### src/rtl/led_matrix_scan_ctrl.sv
// Column scan sequencer for an 8x8 LED matrix: blanking gap, per-column PWM on
// the row drive, and frame-aligned display buffer swaps via a req/ack handshake.
module led_matrix_scan_ctrl #(
    parameter int NCOLS        = 8,
    parameter int DWELL_W      = 16,
    parameter int BRIGHT_W     = 4,
    parameter int BLANK_CYCLES = 4
) (
    input  logic                       clk,
    input  logic                       rst_n,
    input  logic                       ena,
    input  logic [DWELL_W-1:0]         dwell,
    input  logic [BRIGHT_W-1:0]        brightness,
    input  logic                       swap_req,
    output logic                       swap_ack,
    output logic                       buf_sel,
    output logic [$clog2(NCOLS)-1:0]   col_idx,
    output logic [NCOLS-1:0]           col_en,
    output logic                       row_oe,
    output logic                       frame_start
);

    localparam int CIDX_W = $clog2(NCOLS);
    localparam int PROD_W = DWELL_W + BRIGHT_W;
    localparam logic [DWELL_W-1:0] BLANK_LAST = DWELL_W'(BLANK_CYCLES - 1);
    localparam logic [CIDX_W-1:0]  LAST_COL   = CIDX_W'(NCOLS - 1);

    typedef enum logic [1:0] {IDLE, BLANK, ON} state_t;

    state_t               state, state_nxt;
    logic [DWELL_W-1:0]   cnt, cnt_nxt;
    logic [DWELL_W:0]     cnt_inc;
    logic [DWELL_W-1:0]   eff_q, bc_q;
    logic [DWELL_W-1:0]   eff_in, bc_in;
    logic [PROD_W-1:0]    prod;
    logic [CIDX_W-1:0]    col_idx_nxt;
    logic [NCOLS-1:0]     col_en_nxt;
    logic                 row_oe_nxt, frame_start_nxt, swap_ack_nxt, buf_sel_nxt;
    logic                 req_used, req_used_nxt;
    logic                 blank_done, on_done, last_col, do_swap;

    // Column timing is taken from the inputs at the BLANK->ON edge.
    assign eff_in  = (dwell == '0) ? DWELL_W'(1) : dwell;
    assign prod    = {{BRIGHT_W{1'b0}}, eff_in} * {{DWELL_W{1'b0}}, brightness};
    assign bc_in   = (&brightness) ? eff_in : DWELL_W'(prod >> BRIGHT_W);

    assign cnt_inc    = {1'b0, cnt} + (DWELL_W + 1)'(1);
    assign blank_done = (state == BLANK) && (cnt == BLANK_LAST);
    assign on_done    = (state == ON) && (cnt == eff_q - DWELL_W'(1));
    assign last_col   = (col_idx == LAST_COL);
    // A held request swaps once; it must drop before it can swap again.
    assign do_swap    = swap_req && !req_used &&
                        ((state == IDLE) || (ena && on_done && last_col));

    always_ff @(posedge clk or negedge rst_n) begin
        if (!rst_n) begin
            state       <= IDLE;
            cnt         <= '0;
            col_idx     <= '0;
            col_en      <= '0;
            row_oe      <= 1'b0;
            frame_start <= 1'b0;
            swap_ack    <= 1'b0;
            buf_sel     <= 1'b0;
            req_used    <= 1'b0;
        end else begin
            state       <= state_nxt;
            cnt         <= cnt_nxt;
            col_idx     <= col_idx_nxt;
            col_en      <= col_en_nxt;
            row_oe      <= row_oe_nxt;
            frame_start <= frame_start_nxt;
            swap_ack    <= swap_ack_nxt;
            buf_sel     <= buf_sel_nxt;
            req_used    <= req_used_nxt;
        end
    end

    always_ff @(posedge clk) begin
        if (ena && blank_done) begin
            eff_q <= eff_in;
            bc_q  <= bc_in;
        end
    end

    always_comb begin
        state_nxt = state;
        if (!ena) begin
            state_nxt = IDLE;
        end else begin
            case (state)
                IDLE:    state_nxt = BLANK;
                BLANK:   if (blank_done) state_nxt = ON;
                ON:      if (on_done) state_nxt = BLANK;
                default: state_nxt = IDLE;
            endcase
        end
    end

    always_comb begin
        cnt_nxt         = cnt + DWELL_W'(1);
        col_idx_nxt     = col_idx;
        col_en_nxt      = '0;
        row_oe_nxt      = 1'b0;
        frame_start_nxt = 1'b0;
        if (!ena) begin
            cnt_nxt     = '0;
            col_idx_nxt = '0;
        end else begin
            case (state)
                IDLE: begin
                    cnt_nxt         = '0;
                    col_idx_nxt     = '0;
                    frame_start_nxt = 1'b1;
                end
                BLANK: begin
                    if (blank_done) begin
                        cnt_nxt             = '0;
                        col_en_nxt[col_idx] = 1'b1;
                        row_oe_nxt          = (bc_in != '0);
                    end
                end
                ON: begin
                    if (on_done) begin
                        cnt_nxt         = '0;
                        col_idx_nxt     = last_col ? '0 : col_idx + CIDX_W'(1);
                        frame_start_nxt = last_col;
                    end else begin
                        col_en_nxt[col_idx] = 1'b1;
                        row_oe_nxt          = (cnt_inc < {1'b0, bc_q});
                    end
                end
                default: cnt_nxt = '0;
            endcase
        end
        swap_ack_nxt = do_swap;
        buf_sel_nxt  = buf_sel ^ do_swap;
        if (!swap_req)
            req_used_nxt = 1'b0;
        else if (do_swap)
            req_used_nxt = 1'b1;
        else
            req_used_nxt = req_used;
    end

endmodule

### config.mk
export PLATFORM = sky130hd
export DESIGN_NAME = led_matrix_scan_ctrl
export DESIGN_NICKNAME = d
export VERILOG_FILES = /design/src/rtl/led_matrix_scan_ctrl.sv
export SDC_FILE = /design/constraint.sdc
export NUM_CORES = 1
export LEC_CHECK = 0
export CAP_MARGIN = 20
export CORE_ASPECT_RATIO = 0.75
export CORE_UTILIZATION = 34
export CTS_BUF_LIST = sky130_fd_sc_hd__clkbuf_2 sky130_fd_sc_hd__clkbuf_4 sky130_fd_sc_hd__clkbuf_8
export CTS_CLUSTER_SIZE = 20
export DETAILED_ROUTE_END_ITERATION = 7
export HOLD_SLACK_MARGIN = 0.15
export MAX_ROUTING_LAYER = met4
export SLEW_MARGIN = 20
export SYNTH_ARGS = -nofsm -noshare
export SYNTH_HDL_FRONTEND = slang
export SYNTH_SLANG_ARGS = --single-unit
### constraint.sdc
create_clock -name clk -period 3.75 [get_ports clk]
set_input_delay 0.5625 -clock clk [delete_from_list [all_inputs] [get_ports clk]]
set_output_delay 0.5625 -clock clk [all_outputs]
set_load 0.005 [all_outputs]
# [Word-level counts from Yosys, hierarchy flattened]
# Cells that the tools add are included.
[op_classes] add_sub_neg=4 muxes=29 bitwise_logic=1 n_reduce_logical=16 order_cmp=3 multipliers=1 eq_ne=9
[ops] operator="16-bit 2-to-1 mux" n=5
[ops] operator="16-bit one-hot mux with 2 select lines" n=1
[ops] operator="8-bit 2-to-1 mux" n=3
[ops] operator="16-bit by 4-bit multiplier with 20-bit output" n=1
[ops] operator="16-bit by 1-bit adder with 17-bit output (second input constant)" n=1
[ops] operator="17-bit by 16-bit < comparator with 1-bit output" n=1
[ops] operator="16-bit by 1-bit adder with 16-bit output (second input constant)" n=1
[ops] operator="16-bit equality test" n=1
[ops] operator="16-bit by 2-bit equality test with 1-bit output (second input constant)" n=1
[ops] operator="16-bit logical NOT" n=1
[ops] operator="8-bit one-hot mux with 2 select lines" n=1
[ops] operator="16-bit nonzero test" n=1
[ops] operator="16-bit by 1-bit subtractor with 16-bit output (second input constant)" n=1
[ops] operator="3-bit 2-to-1 mux" n=3
[ops] operator="1-bit logical AND" n=8
[ops] operator="1-bit 2-to-1 mux" n=8
[ops] operator="2-bit 2-to-1 mux" n=3
[ops] operator="3-bit inequality test (second input constant)" n=2
[ops] operator="2-bit one-hot mux with 3 select lines" n=1
[ops] operator="3-bit one-hot mux with 2 select lines" n=1
[ops] operator="3-bit by 4-bit < comparator with 1-bit output (second input constant)" n=1
[ops] operator="1-bit one-hot mux with 2 select lines" n=2
[ops] operator="2-bit AND reduction" n=2
[ops] operator="4-bit AND reduction" n=1
[ops] operator="12 further kinds" n=12
[word_totals] out_inout_bits=15 regBits=66 wordCells=74 in_bits=24

# [Depth between registers and ports, before layout]
# Gate-level depths: netlist of the first run.
[depth] word_depth=9 depth_mapped=16 mapped_depth_nobuf=16

# [Worst setup path before layout of the first run]
# No wires, ideal clock.
[synth_path] kind="input to register" start="in dwell[14]" end="reg row_oe" slack_ps=-1078 setup_time_ps=129 cell_stages=16 required_time_ps=3621 arrival_time_ps=4699 n_path_buf=0 path_cell_list="nor4_1 a41o_1 nand2_1 fa_1 inv_1 fa_1 ha_1 nand4_1 o211ai_1 o211ai_1 o21bai_1 xnor2_1 a21oi_1 or3_1 or4_1 o41a_1"
[synth_via] elab_chain_len=8
[synth_lines] item="from (decl)" line="12" text="input logic [DWELL_W-1:0] dwell,"
[synth_lines] item="16-bit logical NOT" line="43" text="assign eff_in = (dwell == '0) ? DWELL_W'(1) : dwell;"
[synth_lines] item="16-bit 2-to-1 mux" line="43"
[synth_lines] item="named net eff_in[0]" line="34" text="logic [DWELL_W-1:0] eff_in, bc_in;"
[synth_lines] item="16-bit by 4-bit multiplier with 20-bit output" line="44" text="assign prod = {{BRIGHT_W{1'b0}}, eff_in} * {{DWELL_W{1'b0}}, brightness};"
[synth_lines] item="16-bit 2-to-1 mux" line="45" text="assign bc_in = (&brightness) ? eff_in : DWELL_W'(prod >> BRIGHT_W);"
[synth_lines] item="named net bc_in[10]" line="34"
[synth_lines] item="16-bit nonzero test" line="120" text="row_oe_nxt = (bc_in != '0);"
[synth_lines] item="1-bit 2-to-1 mux" line="117" text="if (blank_done) begin"
[synth_lines] item="1-bit one-hot mux with 2 select lines" line="110" text="case (state)"
[synth_lines] item="1-bit 2-to-1 mux" line="106" text="if (!ena) begin"
[synth_lines] item="named net row_oe_nxt" line="38" text="logic row_oe_nxt, frame_start_nxt, swap_ack_nxt, buf_sel_nxt;"
[synth_lines] item="to (signal assigned)" line="71" text="row_oe <= row_oe_nxt;"
[synth_lines] item="to (decl)" line="19" text="output logic row_oe,"
# The timed path passes the listed nets, and every way through them passes these cells.
# A chain may end at the register's enable or synchronous reset.

# [Final worst setup path of the first run]
[layout_path] start="in dwell[11]" end="reg row_oe"
# The elaborated chain is that of the path after synthesis.

==> results of run 1 <==
## report_power, final
| part | internal [mW] | switching, mW | leakage, nW | total, mW |
|---|---|---|---|---|
| clock network | 0.310 | 0.271 | 0.0974 | 0.581 |
| logic | 0.581 | 0.569 | 2.52 | 1.15 |
| registers | 0.813 | 0.0210 | 0.755 | 0.834 |
## routing by layer
metal | share of wire, % | wire length [um]
met5 | 0 | 0
met2 | 46 | 6710
met3 | 3.5 | 512
met1 | 50 | 7350
met4 | 0.70 | 103
## synth_stat cells, types with 5 or more instances
cell                       count  share of area (%)
sky130_fd_sc_hd__inv_1        77                5.1
sky130_fd_sc_hd__edfxtp_1     32                 17
sky130_fd_sc_hd__nand2b_1      8               0.88
sky130_fd_sc_hd__a21oi_1      26                2.3
sky130_fd_sc_hd__fa_1         27                9.5
sky130_fd_sc_hd__nand3_1      10               0.88
sky130_fd_sc_hd__nor4_1        8               0.88
sky130_fd_sc_hd__and2_1       48                5.3
sky130_fd_sc_hd__nor3_1       13                1.1
sky130_fd_sc_hd__nand4_1      11                1.2
sky130_fd_sc_hd__xor2_1       27                4.2
sky130_fd_sc_hd__ha_1         45                9.9
sky130_fd_sc_hd__o21ai_0      19                1.7
sky130_fd_sc_hd__xnor2_1      20                3.1
sky130_fd_sc_hd__nand2_1      41                2.7
sky130_fd_sc_hd__nor2_1       34                2.3
sky130_fd_sc_hd__dfrtp_1      34                 15
sky130_fd_sc_hd__nor2b_1      20                2.2
sky130_fd_sc_hd__a31oi_1       7               0.77
sky130_fd_sc_hd__clkbuf_1     28                1.9
sky130_fd_sc_hd__a211oi_1      5               0.66
sky130_fd_sc_hd__and3_1        7               0.77
sky130_fd_sc_hd__o211ai_1      6               0.80
## cells by family (layout without fill, tap and decap cells)
kind of cell    count (synthesis)  in the layout  share of synthesized area [%]
compound gates                 93             93                           10.5
xor+xnor                       47             47                           7.27
fa+ha+maj                      72             72                           19.5
buf+inv                       108            231                           7.31
flops                          66             66                           32.0
mux                             2              2                          0.376
simple gates                  232            232                           23.0
## final cells by class
type,count,area [um^2]
inverters,77,289
clock inverters,6,57.6
well taps,210,263
fillers,1565,8760
clock buffers,10,131
repair buffers,138,1140
multi-input cells,446,3710
flip-flops and latches,66,1810
## repair_timing
item / CTS / global route
buffers inserted: 10 / 1
pin swaps: 28 / 18
resized for setup: 78 / 30
setup endpoints to repair: 17 / 15
## through the flow
step | std cells | utilization (%) | power [mW]
2_1_floorplan | 620 | - | 1.41
3_3_place_gp | 936 | 43.5 | 1.86
3_5_place_dp | 936 | 43.5 | 1.88
4_1_cts | 957 | 45.3 | 2.52
5_1_grt | 953 | 45.8 | 2.73
6_report | 953 | 45.8 | 2.57
## worst paths after layout
check	start	end	slack [ns]	cells after the start
hold reg to reg	req_used	swap_ack	0.46	1
hold / removal	req_used	swap_ack	0.46	1
max in group asynchronous	rst_n	col_idx[1]	2.82	2
min in group asynchronous	rst_n	cnt[0]	0.62	2
setup / recovery	dwell[11]	row_oe	-0.97	18
setup reg to reg	eff_q[0]	row_oe	0.05	11
## sequential cells by signal, summed over array words and instances, names as in the netlist
signal,cells
bc_q,16
buf_sel,1
swap_ack,1
row_oe,1
state,2
eff_q,16
cnt,16
req_used,1
col_idx,3
col_en,8
frame_start,1
==> results.txt, run 1 <==
----------------------------------------------------
[Run status]
  Outcome ... finished with violations
  Violations in the final reports ... negative setup slack

[Timing]
  Worst clock skew ... 0.0133 ns
  Fmax achieved ... 0.212 GHz
  RSZ-0062 raised after global routing ... yes
  Fin crit share ... 126%
  Final WS setup ... -0.975 ns
  Slew headroom ... 55.0%
  Slew Limit Fails ... 0
  Final-layout worst hold slack ... 0.458 ns
  Final Critical Period ... 4.72 ns
  Transition time at the pin with the least slew margin ... 0.668 ns
  Final TNS setup ... -3.84 ns
  Hold Vio Cnt, Final ... 0
  Setup violation total in the final timing report ... 12

[Clocking]
  CTS Sinks ... 66
  Later-pin clock latency in the skew report ... 0.36 ns
  Level count of the clock H-tree ... 3
  Root buffer cell ... sky130_fd_sc_hd__clkbuf_8
  Clock transition at the registers of the reported paths ... 0.07 ns
  Hold Buf Count CTS ... 0
  TritonCTS clock tree ... built
  Maximum clock path buffer count ... 2
  Number of buffers added by the clock tree synthesis step ... 9

[Critical path]
  Kind of critical path ... primary input to flop
  Maximum net fanout on the critical path ... 3
  Delay of the slowest cell on the worst path ... 0.55 ns
  Slowest-stage cell, CP ... sky130_fd_sc_hd__fa_2
  Worst setup EP type ... flop
  Data required, critical path ... 3.98 ns
  Critical path, cell by cell ... buf_6 -> nor4_4 -> a41o_1 -> nand2_2 -> fa_2 -> inv_2 -> fa_2 -> ha_4 -> nand4_1 -> o211ai_1 -> o211ai_1 -> buf_4 -> o21ai_4 -> xnor2_1 -> a21oi_1 -> or3_1 -> or4_1 -> o41a_1
  Cell family with most CP delay ... compound AO/OA/AOI/OAI gates
  Worst Path Arrival ... 4.96 ns
  Number of buffers and inverters on the critical path ... 3
  Type of origin of the critical path ... primary input

[GRT]
  Total grt overflow ... 0
  GR Util All Layers ... 19.2%
  Pin count of the biggest net entering global routing ... 35
  Most Used Layer, Global Route ... met2
  Global-route wire length before repair ... 24800 um
  GRT met2 Usage ... 29.6%
  Met1 capacity usage during global routing ... 26.6%
  GR Layer Usage met3 ... 2.92%
  Number of antenna violations at the first check in global routing ... 0
  Number of global-route vias before repair ... 4942

[Synthesis]
  Sequential fraction of the synthesis area ... 32.0%
  Post-Syn Area ... 5660 um^2
  Share of flip-flops with an asynchronous set or reset after synthesis ... 51.5%
  Synth Flop Type ... sky130_fd_sc_hd__dfrtp_1
  Net count after synthesis ... 716
  Gate count after technology mapping ... 620
  Post-synthesis average cell area ... 9.14 um^2
  Number of different library cells in the post-synthesis netlist ... 67
  Register bit count reported by yosys ... 66
  Ys Warns ... 0
  Count of flip-flops with a built-in enable after synthesis ... 32

[Finish]
  Post-synthesis to final-layout area growth ... 30.7%
  Commonest cells after routing, fill and taps aside ... sky130_fd_sc_hd__buf_4 (94), sky130_fd_sc_hd__inv_1 (76), sky130_fd_sc_hd__and2_1 (48)
  Post-route cell area ... 7400 um^2
  Count of inserted antenna diode cells ... 0
  Most frequent standard cell in the layout excluding fill and tap cells ... sky130_fd_sc_hd__buf_4
  Fraction of final layout cells with drive strength greater than 1 ... 22.9%
  Number of nets in the finished design ... 834

[Power]
  Ratio of total power to cell area ... 347 nW/um^2
  Static leakage ... 3.37 nW
  Maximum resistive drop on vdd ... 0.143 mV

[Die]
  Core area ... 16200 um^2
  Effective utilization at floorplan ... 35.0%
  Area of the die ... 17200 um^2
  Die Height ... 114 um
  Count of standard-cell rows ... 40
  Top-level I/O count ... 39
  Die Wd ... 151 um

[Place]
  Buffers on Ports ... 38
  Detailed-placement wirelength estimate ... 11900 um
  Final weighted congestion in routability-driven placement ... 0.900
  Worst slack, placed ... -1.70 ns
  Area of placed instances ... 7030 um^2

[Routing]
  Drt wl/cell ... 15.4 um
  Number of remaining DRC errors ... 0
  First-pass detailed-route iteration total ... 7
  Residual antenna-violating net count after detailed routing ... 0
  Via count ... 4782
  Detailed-route vias per instance ... 5.02
  Final routed wirelength across all metal layers ... 14700 um
  Drt first-iter violations ... 260

[Run]
  Max_cap viols ... 0

[Worst hold path]
  Worst hold path class ... flop to flop

----------------------------------------------------
(Power assumes the default switching activity.)
==> inputs of run 2 (changes only) <==
- CORE_UTILIZATION: 34 -> 62
- PLACE_DENSITY: not set -> 0.83
==> run 2 against run 1 <==
  * The flow still finishes with violations (negative setup slack)
  * Critical path depth did not move
  * Register-to-register slack got worse by 0.09 ns
  * Maximum frequency rose by 0.28%
  * Non-clock buffer count fell by 8
  * Sequential power barely moved
  * Combinational power rose by 8%
  * Count of clock-buffer cells in the layout rose by 4
  * Critical path type unchanged
  * Largest power group unchanged
==> results.txt, run 2 (synthesis gave the netlist of run 1 again) <==
----------------------------------------------------
[Run status]
  Outcome ... finished with violations (unchanged)
  Violations in the final reports ... negative setup slack (unchanged)

[Clocking]
  Level count of the clock H-tree ... 3 (unchanged)
  Root buffer cell ... sky130_fd_sc_hd__clkbuf_8 (unchanged)
  Clock transition at the registers of the reported paths ... 0.07 ns (about the same)
  Number of buffers added by the clock tree synthesis step ... 9 (unchanged)
  TritonCTS clock tree ... built (unchanged)
  Later-pin clock latency in the skew report ... 0.36 ns (about the same)
  CTS Sinks ... 66 (unchanged)
  Maximum clock path buffer count ... 2 (unchanged)
  Hold Buf Count CTS ... 0 (unchanged)

[Finish]
  Post-synthesis to final-layout area growth ... 27.7% (was 30.7%)
  Count of inserted antenna diode cells ... 0 (unchanged)
  Number of nets in the finished design ... 826 (was 834)
  Area taken by flip-flops and latches ... 1810 um^2 (unchanged)
  Area of combinational cells with multiple inputs ... 3740 um^2 (was 3710 um^2)
  Fraction of final layout cells with drive strength greater than 1 ... 23.5% (was 22.9%)
  Number of filler cells placed in the layout ... 480 (was 1565)
  Most frequent standard cell in the layout excluding fill and tap cells ... sky130_fd_sc_hd__buf_4 (unchanged)
  Final standard cell count with taps included and fillers excluded ... 843 (was 953)
  Registers with the most flip-flops ... bc_q: 16 flops, cnt: 16 flops, eff_q: 16 flops (unchanged)
  Commonest cells after routing, fill and taps aside ... sky130_fd_sc_hd__buf_4 (88), sky130_fd_sc_hd__inv_1 (76), sky130_fd_sc_hd__and2_1 (48) (was sky130_fd_sc_hd__buf_4 (94), sky130_fd_sc_hd__inv_1 (76), sky130_fd_sc_hd__and2_1 (48))

[Power]
  Ratio of total power to cell area ... 374 nW/um^2 (was 347 nW/um^2)
  Maximum resistive drop on vdd ... 0.359 mV (was 0.143 mV)
  Static leakage ... 3.34 nW (was 3.37 nW)

[Die]
  Die Wd ... 112 um (was 151 um)
  Top-level I/O count ... 39 (unchanged)
  Count of standard-cell rows ... 29 (was 40)
  Core area ... 8670 um^2 (was 16200 um^2)
  Effective utilization at floorplan ... 65.3% (was 35.0%)
  Area of the die ... 9530 um^2 (was 17200 um^2)
  Die Height ... 84.8 um (was 114 um)

[Critical path]
  Startpoint of the worst-slack reg-to-reg timing path ... cnt[3] (was eff_q[0])
  Cell family with most CP delay ... compound AO/OA/AOI/OAI gates (unchanged)
  Worst Path Arrival ... 4.95 ns (was 4.96 ns)
  Data required, critical path ... 3.99 ns (was 3.98 ns)
  Setup crit start ... dwell[8] (was dwell[11])
  Worst R2R Path Depth ... 14 (was 11)
  Kind of critical path ... primary input to flop (unchanged)
  Delay of the slowest cell on the worst path ... 0.54 ns (was 0.55 ns)
  Maximum net fanout on the critical path ... 3 (unchanged)
  Critical path, cell by cell ... buf_8 -> nor4_4 -> a41o_1 -> nand2_1 -> fa_2 -> inv_2 -> fa_2 -> ha_4 -> nand4_1 -> o211ai_1 -> o211ai_1 -> buf_4 -> o21ai_4 -> xnor2_2 -> a21oi_2 -> or3_1 -> or4_1 -> o41a_1 (was buf_6 -> nor4_4 -> a41o_1 -> nand2_2 -> fa_2 -> inv_2 -> fa_2 -> ha_4 -> nand4_1 -> o211ai_1 -> o211ai_1 -> buf_4 -> o21ai_4 -> xnor2_1 -> a21oi_1 -> or3_1 -> or4_1 -> o41a_1)
  Endpoint of the worst-slack reg-to-reg timing path ... row_oe (unchanged)
  Slowest-stage cell, CP ... sky130_fd_sc_hd__fa_2 (unchanged)
  Number of buffers and inverters on the critical path ... 3 (unchanged)
  Worst setup EP type ... flop (unchanged)
  Type of origin of the critical path ... primary input (unchanged)
  Worst reg2reg setup slack ... -0.04 ns (was 0.05 ns)

[Routing]
  Detailed-route vias per instance ... 6.13 (was 5.02)
  Final routed wirelength across all metal layers ... 16700 um (was 14700 um)
  Residual antenna-violating net count after detailed routing ... 0 (unchanged)
  Drt first-iter violations ... 396 (was 260)
  Number of remaining DRC errors ... 0 (unchanged)
  First-pass detailed-route iteration total ... 6 (was 7)
  Via count ... 5164 (was 4782)
  Drt wl/cell ... 19.8 um (was 15.4 um)

[Worst hold path]
  Hold wc startpoint ... req_used (unchanged)
  Worst Hold Path EP ... swap_ack (unchanged)
  Worst hold path class ... flop to flop (unchanged)
  Number of cells on the worst hold path ... 1 (unchanged)

[Place]
  Final weighted congestion in routability-driven placement ... 0.955 (was 0.900)
  Detailed-placement wirelength estimate ... 11000 um (was 11900 um)
  Placed Instances ... 819 (was 936)
  Buffers on Ports ... 38 (unchanged)

[GRT]
  Pin count of the biggest net entering global routing ... 35 (unchanged)
  Global-route wire length before repair ... 25600 um (was 24800 um)
  Number of global-route vias before repair ... 5177 (was 4942)
  Number of antenna violations at the first check in global routing ... 0 (unchanged)
  Total grt overflow ... 0 (unchanged)
  GR Util All Layers ... 36.5% (was 19.2%)

[Timing]
  Final TNS setup ... -3.50 ns (was -3.84 ns)
  Slew headroom ... 55.4% (was 55.0%)
  Final-layout worst hold slack ... 0.458 ns (about the same)
  RSZ-0062 raised after global routing ... yes (unchanged)
  Hold Vio Cnt, Final ... 0 (unchanged)
  Transition time at the pin with the least slew margin ... 0.663 ns (was 0.668 ns)
  Final WS setup ... -0.961 ns (was -0.975 ns)
  Fmax achieved ... 0.212 GHz (about the same)
  Fin crit share ... 126% (about the same)
  Worst clock skew ... 0.0116 ns (was 0.0133 ns)
  Final Critical Period ... 4.71 ns (was 4.72 ns)
  Slew Limit Fails ... 0 (unchanged)
  Setup violation total in the final timing report ... 11 (was 12)

[Run]
  Max_cap viols ... 0 (unchanged)

----------------------------------------------------
run 2: layout make-up:
class | count | area share, %
clock inverters | 2 | 0.484
multi-input cells | 446 | 51.8
clock buffers | 14 | 2.40
repair buffers | 130 | 14.4
flip-flops and latches | 66 | 25.0
well taps | 108 | 1.87
inverters | 77 | 4.00
run 2: worst max-delay path by stage:
stage	endpoint	cells past startpoint	slack (ns)
CTS	row_oe	18	-1.08
floorplan	row_oe	16	-0.88
detailed placement	row_oe	17	-1.70
finish	row_oe	18	-0.96
global placement	row_oe	17	-1.56
global route	row_oe	18	-1.0
run 2: stage by stage:
step | instance area (um^2) | worst slack, ns | utilization [%] | total power [mW]
after floorplan | 5760 | -0.876 | - | 1.41
after global placement | 6790 | -1.56 | 78.3 | 1.78
after detailed placement | 6790 | -1.70 | 78.3 | 1.83
after CTS | 7200 | -1.08 | 83.1 | 2.62
after global routing | 7230 | -0.997 | 83.4 | 2.82
final | 7230 | -0.961 | 83.4 | 2.71
run 2: power by group:
part           leakage (nW)  total, mW  internal, mW  switching (mW)
Clock                 0.111      0.633         0.365           0.268
Sequential            0.755      0.835         0.813          0.0215
Combinational          2.48       1.24         0.586           0.652
run 2: what timing repair did:
action | CTS | global route
resized for setup | 85 | 43
buffers inserted | 19 | 8
endpoints found under the setup margin | 17 | 15
pin swaps | 23 | 30
run 2: metal layers:
metal	vias to the layer above	wire [um]	global-route usage (%)
met1	2460	6670	46.7
met4	0	711	16.2
met5	-	0	-
met2	309	7770	57.2
met3	77	1580	6.35
li1	2318	-	-
